<file path="config.mk">
export PLATFORM = sky130hd
export DESIGN_NAME = color_classifier
export DESIGN_NICKNAME = d
export VERILOG_FILES = /design/src/rtl/color_pkg.sv /design/src/rtl/color_decide.sv /design/src/rtl/color_classifier.sv
export SDC_FILE = /design/constraint.sdc
export NUM_CORES = 1
export LEC_CHECK = 0
export ABC_AREA = 1
export BUFFER_PORTS_ARGS = -buffer_cell sky130_fd_sc_hd__buf_2
export CORE_UTILIZATION = 31
export DETAILED_ROUTE_END_ITERATION = 16
export PLACE_DENSITY = 0.54
export SYNTH_ARGS = -nofsm -noshare
export SYNTH_HDL_FRONTEND = slang
export SYNTH_SLANG_ARGS = --single-unit
</file>
<file path="constraint.sdc">
create_clock -name clock -period 1.7 [get_ports clock]
set_input_delay 0.085 -clock clock [delete_from_list [all_inputs] [get_ports clock]]
set_output_delay 0.085 -clock clock [all_outputs]
set_load 0.02 [all_outputs]
</file>
<file path="src/rtl/color_pkg.sv">
// Shared color codes and FSM state encodings for the color classifier.
package color_pkg;

    typedef enum logic [2:0] {
        COL_W = 3'd0,
        COL_O = 3'd1,
        COL_G = 3'd2,
        COL_R = 3'd3,
        COL_B = 3'd4,
        COL_Y = 3'd5
    } color_e;

    typedef enum logic [1:0] {
        ST_ACCUM    = 2'd0,
        ST_CLASSIFY = 2'd1,
        ST_OUTPUT   = 2'd2
    } state_e;

    localparam int MATCH_W   = 4;
    localparam int MATCH_MAX = 15;

endpackage

</file>
<file path="src/rtl/color_decide.sv">
// Combinational decision tree mapping averaged (r,g,b) to a color code.
module color_decide
    import color_pkg::*;
#(
    parameter int          CW        = 8,
    parameter logic [CW-1:0] T_RED_HI  = 7,
    parameter logic [CW-1:0] T_BLUE_W  = 4,
    parameter logic [CW-1:0] T_GREEN_Y = 7,
    parameter logic [CW-1:0] T_RED_R   = 5,
    parameter logic [CW-1:0] T_GREEN_B = 5
) (
    input  logic [CW-1:0] r,
    input  logic [CW-1:0] g,
    input  logic [CW-1:0] b,
    output logic [2:0]    class_o
);

    always_comb begin
        class_o = COL_G;
        if (r >= T_RED_HI) begin
            if (b >= T_BLUE_W)       class_o = COL_W;
            else if (g >= T_GREEN_Y) class_o = COL_Y;
            else                     class_o = COL_O;
        end else if (r >= T_RED_R) begin
            class_o = COL_R;
        end else if (b > r && g < T_GREEN_B) begin
            class_o = COL_B;
        end
    end

endmodule

</file>
<file path="src/rtl/color_classifier.sv">
// Windowed RGB averaging color classifier with ready/valid in and out.
// Optional consecutive-window stability filter enabled by COLOR_STABLE_EN.
module color_classifier
    import color_pkg::*;
#(
    parameter int            CW         = 8,
    parameter int            LOG2_N     = 2,
    parameter int            STABLE_CNT = 3,
    parameter logic [CW-1:0] T_RED_HI   = 7,
    parameter logic [CW-1:0] T_BLUE_W   = 4,
    parameter logic [CW-1:0] T_GREEN_Y  = 7,
    parameter logic [CW-1:0] T_RED_R    = 5,
    parameter logic [CW-1:0] T_GREEN_B  = 5
) (
    input  logic          clock,
    input  logic          reset,
    input  logic          sample_valid,
    output logic          sample_ready,
    input  logic [CW-1:0] red,
    input  logic [CW-1:0] green,
    input  logic [CW-1:0] blue,
    output logic          color_valid,
    input  logic          color_ready,
    output logic [2:0]    color
);

    localparam int SW = CW + LOG2_N;
    // One extra bit so the counter can hold N itself for LOG2_N = 0.
    localparam int NW = LOG2_N + 1;
    localparam logic [NW-1:0] LAST = NW'((1 << LOG2_N) - 1);

    state_e          state_q, state_d;
    logic [SW-1:0]   sum_r_q, sum_g_q, sum_b_q;
    logic [NW-1:0]   cnt_q;
    logic [2:0]      color_q;
    logic [CW-1:0]   avg_r, avg_g, avg_b;
    logic [2:0]      cls;
    logic            accept;
    logic            to_out;

    assign accept = (state_q == ST_ACCUM) && sample_valid;
    assign avg_r  = CW'(sum_r_q >> LOG2_N);
    assign avg_g  = CW'(sum_g_q >> LOG2_N);
    assign avg_b  = CW'(sum_b_q >> LOG2_N);

    color_decide #(
        .CW(CW), .T_RED_HI(T_RED_HI), .T_BLUE_W(T_BLUE_W), .T_GREEN_Y(T_GREEN_Y),
        .T_RED_R(T_RED_R), .T_GREEN_B(T_GREEN_B)
    ) u_decide (
        .r(avg_r), .g(avg_g), .b(avg_b), .class_o(cls)
    );

`ifdef COLOR_STABLE_EN
    logic [MATCH_W-1:0] match_q, match_d;
    logic [2:0]         prev_q;

    always_comb begin
        match_d = MATCH_W'(1);
        if (cls == prev_q)
            match_d = (match_q == MATCH_W'(MATCH_MAX)) ? match_q : match_q + MATCH_W'(1);
    end

    assign to_out = (match_d >= MATCH_W'(STABLE_CNT));

    always_ff @(posedge clock or posedge reset) begin
        if (reset) begin
            match_q <= '0;
            prev_q  <= COL_W;
        end else if (state_q == ST_CLASSIFY) begin
            match_q <= match_d;
            prev_q  <= cls;
        end else if (state_q == ST_OUTPUT && color_ready) begin
            match_q <= '0;
            prev_q  <= COL_W;
        end
    end
`else
    assign to_out = 1'b1;
`endif

    always_ff @(posedge clock or posedge reset) begin
        if (reset) state_q <= ST_ACCUM;
        else       state_q <= state_d;
    end

    always_comb begin
        state_d = state_q;
        case (state_q)
            ST_ACCUM:    if (accept && cnt_q == LAST) state_d = ST_CLASSIFY;
            ST_CLASSIFY: state_d = to_out ? ST_OUTPUT : ST_ACCUM;
            ST_OUTPUT:   if (color_ready) state_d = ST_ACCUM;
            default:     state_d = ST_ACCUM;
        endcase
    end

    always_comb begin
        sample_ready = (state_q == ST_ACCUM);
        color_valid  = (state_q == ST_OUTPUT);
    end

    assign color = color_q;

    always_ff @(posedge clock or posedge reset) begin
        if (reset) begin
            sum_r_q <= '0;
            sum_g_q <= '0;
            sum_b_q <= '0;
            cnt_q   <= '0;
            color_q <= COL_W;
        end else if (accept) begin
            sum_r_q <= sum_r_q + SW'(red);
            sum_g_q <= sum_g_q + SW'(green);
            sum_b_q <= sum_b_q + SW'(blue);
            cnt_q   <= cnt_q + NW'(1);
        end else if (state_q == ST_CLASSIFY) begin
            sum_r_q <= '0;
            sum_g_q <= '0;
            sum_b_q <= '0;
            cnt_q   <= '0;
            if (to_out) color_q <= cls;
        end
    end

endmodule

</file>
==> summary.txt <==
Outcome
  – Status: complete, no violations

Drt
  – DRT Wirelength: 7640 um
  – # DRC: 0
  – Top routing layer in use: met4
  – Post-DRT Antenna Nets: 0
  – Routed wire per std cell: 12.3 um
  – DR WL met3: 235 um
  – Met2 wire length: 3630 um
  – Via/cell ratio: 4.61
  – First-pass iteration count of the detailed router: 4
  – Via count: 2873
  – Initial drt markers: 78
  – Wl on met1: 3750 um

Pwr
  – Total power divided by cell area: 1790 mW/mm2
  – P_leak: 1.98 nW
  – Worst vdd ir: 0.563 mV

Placement
  – Input/output buffers: 32
  – Hpwl dp: 5730 um
  – Post-DP Area: 0.00345 mm2
  – RePlAce Congestion: 0.811

Critical path
  – Worst setup endpoint: sum_r_q[8]$_DFFE_PP0P_
  – R2R cell count: 12
  – Startpoint types: flop
  – Largest fanout on the critical path: 3
  – Critical path data arrival time: 1.86 ns
  – Critical Path Source: sum_r_q[0]$_DFFE_PP0P_
  – CP Capture Type: flop
  – Critical Path RT: 1.94 ns
  – Critical path class: reg2reg
  – Crit Reg-Reg Endpoint: sum_r_q[8]$_DFFE_PP0P_
  – Reg2reg start: sum_r_q[0]$_DFFE_PP0P_
  – Reg-to-reg slack, setup: 0.07 ns

Floorplanning
  – IO Count: 33
  – Die Ht: 102 um
  – Core Footprint: 0.00977 mm2
  – Full die area: 0.0105 mm2
  – Die width: 102 um
  – # rows: 36
  – Initial Utilization: 31.9%

Clocking
  – Clock sinks: 38
  – CTS H-tree depth: 2
  – Clock-pin slew on the worst setup and hold paths: 0.09 ns
  – Total CTS buffers: 5
  – CTS Buffer Depth: 2
  – CTS tree: done
  – Clock root buffer: clkbuf_8
  – Latest clock arrival within the worst-skew pair: 0.29 ns

Synthesis
  – Mapped Nets: 502
  – Synth Cell Area: 0.00312 mm2
  – Number of synthesized register bits: 38
  – Fraction of registers with async set/reset: 100%
  – Syn avg cell area: 7.14 um2
  – Number of synthesized flops with an enable pin: 0
  – Seq/Total Area, Yosys: 30.5%
  – Synth cell types: 35
  – Mapped Cells: 437
  – Yosys warnings: 0
  – Main synth FF type: dfrtp_1

Global routing
  – Vias in the first global route: 2714
  – GR Util All Layers: 15.7%
  – Overflow after GRT: 0
  – First-pass GRT wire length: 12700 um
  – Initial antenna violation count: 0
  – Largest net degree at the start of global routing: 39

Finish
  – Fin area: 0.00378 mm2
  – Synth-to-Final Area Change: 21.1%
  – # fillers: 1053
  – Nets@finish: 554
  – Ant. Diodes: 0
  – Proportion of layout cells with a drive suffix above 1: 21.0%

STA
  – Final worst-path cycle share: 95.6%
  – Slew Limit Fails: 0
  – Max_slew headroom: 66.1%
  – Fmax: 0.615 GHz
  – Final Hold Fails: 0
  – Tmin final: 1.63 ns
  – Final setup viols: 0
  – Worst-Margin Slew: 0.509 ns
  – Setup TNS: 0 ns
  – Unrepaired setup endpoints after global routing: true
  – Hold slack: 0.153 ns
  – Clock skew: 0.00757 ns

Hold path
  – Worst min-delay path startpoint: red[0]
  – Hold crit path type: in2reg

Run
  – Max Cap Violations: 0
[per-stage QoR]
stage	std cells	util (%)	setup WS, ns	power [W]
6_report	623	38.6	0.0744	0.00675
5_1_grt	623	38.6	-0.0283	0.00762
4_1_cts	617	36.5	0.00321	0.00644
3_5_place_dp	607	35.3	0.00319	0.00575
3_3_place_gp	607	35.3	0.0545	0.00567
2_1_floorplan	437	-	0.125	0.00479
[state kept, by name, indices dropped and copies added (netlist names)]
| name | count |
|---|---|
| sum_b_q | 10 |
| sum_g_q | 10 |
| sum_r_q | 10 |
| cnt_q | 3 |
| color | 3 |
| state_q | 2 |
[Yosys cell counts (2+ instances only)]
cell / count / area [um2]
o21ai_2: 2 / 17.5
or2_0: 3 / 18.8
a22o_1: 4 / 35.0
nand3_1: 39 / 195
buf_6: 4 / 45.0
nor2_2: 2 / 12.5
fa_1: 3 / 60.1
nand3b_1: 4 / 30.0
inv_2: 2 / 7.51
o21ai_0: 10 / 50.1
inv_1: 57 / 214
dfrtp_1: 38 / 951
ha_1: 34 / 425
o22ai_1: 6 / 37.5
nand2_4: 2 / 22.5
a21boi_0: 3 / 22.5
xor2_1: 3 / 26.3
buf_8: 2 / 30.0
nand2_1: 141 / 529
nor2_1: 35 / 131
or2_1: 4 / 25.0
a21oi_1: 19 / 95.1
nand4_1: 6 / 37.5
o21ai_1: 2 / 10.0
nand2_2: 2 / 12.5
[worst min path at each step]
stage,cells past startpoint,slack [ns],endpoint
3_5_place_dp,3,0.24,sum_r_q[0]$_DFFE_PP0P_
6_report,3,0.15,sum_r_q[0]$_DFFE_PP0P_
4_1_cts,3,0.13,sum_g_q[0]$_DFFE_PP0P_
3_3_place_gp,3,0.25,cnt_q[2]$_DFFE_PP0P_
5_1_grt,3,0.16,sum_r_q[0]$_DFFE_PP0P_
2_1_floorplan,1,0.19,state_q[1]$_DFFE_PP0P_
[final cells by class]
cell class	count	area (um2)	share of cell area, %
well taps	133	166	4.41
inverters	61	236	6.26
clock buffers	5	68.8	1.82
flip-flops and latches	38	952	25.2
repair buffers	51	308	8.15
multi-input cells	332	2020	53.6
clock inverters	3	21.3	0.563
[cell families (layout without fill, tap and decap cells)]
| group | after synthesis | in the layout | synth area share, % |
|---|---|---|---|
| xor+xnor | 3 | 3 | 0.843 |
| simple gates | 239 | 239 | 32.7 |
| fa+ha+maj | 37 | 37 | 15.6 |
| buf+inv | 67 | 120 | 9.99 |
| flops | 38 | 38 | 30.5 |
| compound gates | 53 | 53 | 10.4 |
[placed cells by master, fill, tap and decap left out, types with 2 or more instances in the layout]
cell	count
o22ai_1	6
xor2_1	3
or2_1	4
clkbuf_8	5
inv_2	7
buf_2	32
inv_1	52
a21oi_2	3
nand2_2	7
a22o_1	4
nand2_1	136
or2_0	3
o21ai_0	10
nor2_2	3
nand3_1	35
nand3_2	4
o21ai_1	2
ha_1	23
a21oi_1	17
buf_4	17
nand4_1	6
nand3b_1	4
fa_2	3
a21boi_0	3
nor2_1	34
o21ai_2	2
ha_2	2
ha_4	9
dfrtp_1	37
nand2_4	2
dlygate4sd3_1	2
[worst max-delay path: stages (launching register included)]
cell     delay (ns)
dfrtp_1        0.36
ha_2           0.19
inv_2          0.04
fa_2           0.39
inv_2          0.07
nand3_1        0.07
nand2_2        0.10
nand2_2        0.06
nand3_2        0.07
nand2_1        0.05
nand2_1        0.06
nand2_1        0.05
inv_1          0.05
[where the power goes]
group          internal, W  switching (W)
clock             0.000288       0.000351
combinational      0.00183        0.00252
sequential         0.00136       0.000407
[per-layer routing]
metal	up-vias	global-route usage [%]
met5	-	0
met4	0	2.97
met3	2	3.28
met2	34	26.1
met1	1318	21.0
li1	1519	-
[repair_timing]
item | in CTS | in global routing
endpoints found under the hold margin | 39 | 0
gates resized for setup | 2 | 35
setup buffers | 0 | 6
pin swaps | 1 | 14
gates cloned | 0 | 0
hold buffers | 2 | 0
endpoints found under the setup margin | 1 | 10
(Power assumes the default switching activity.)
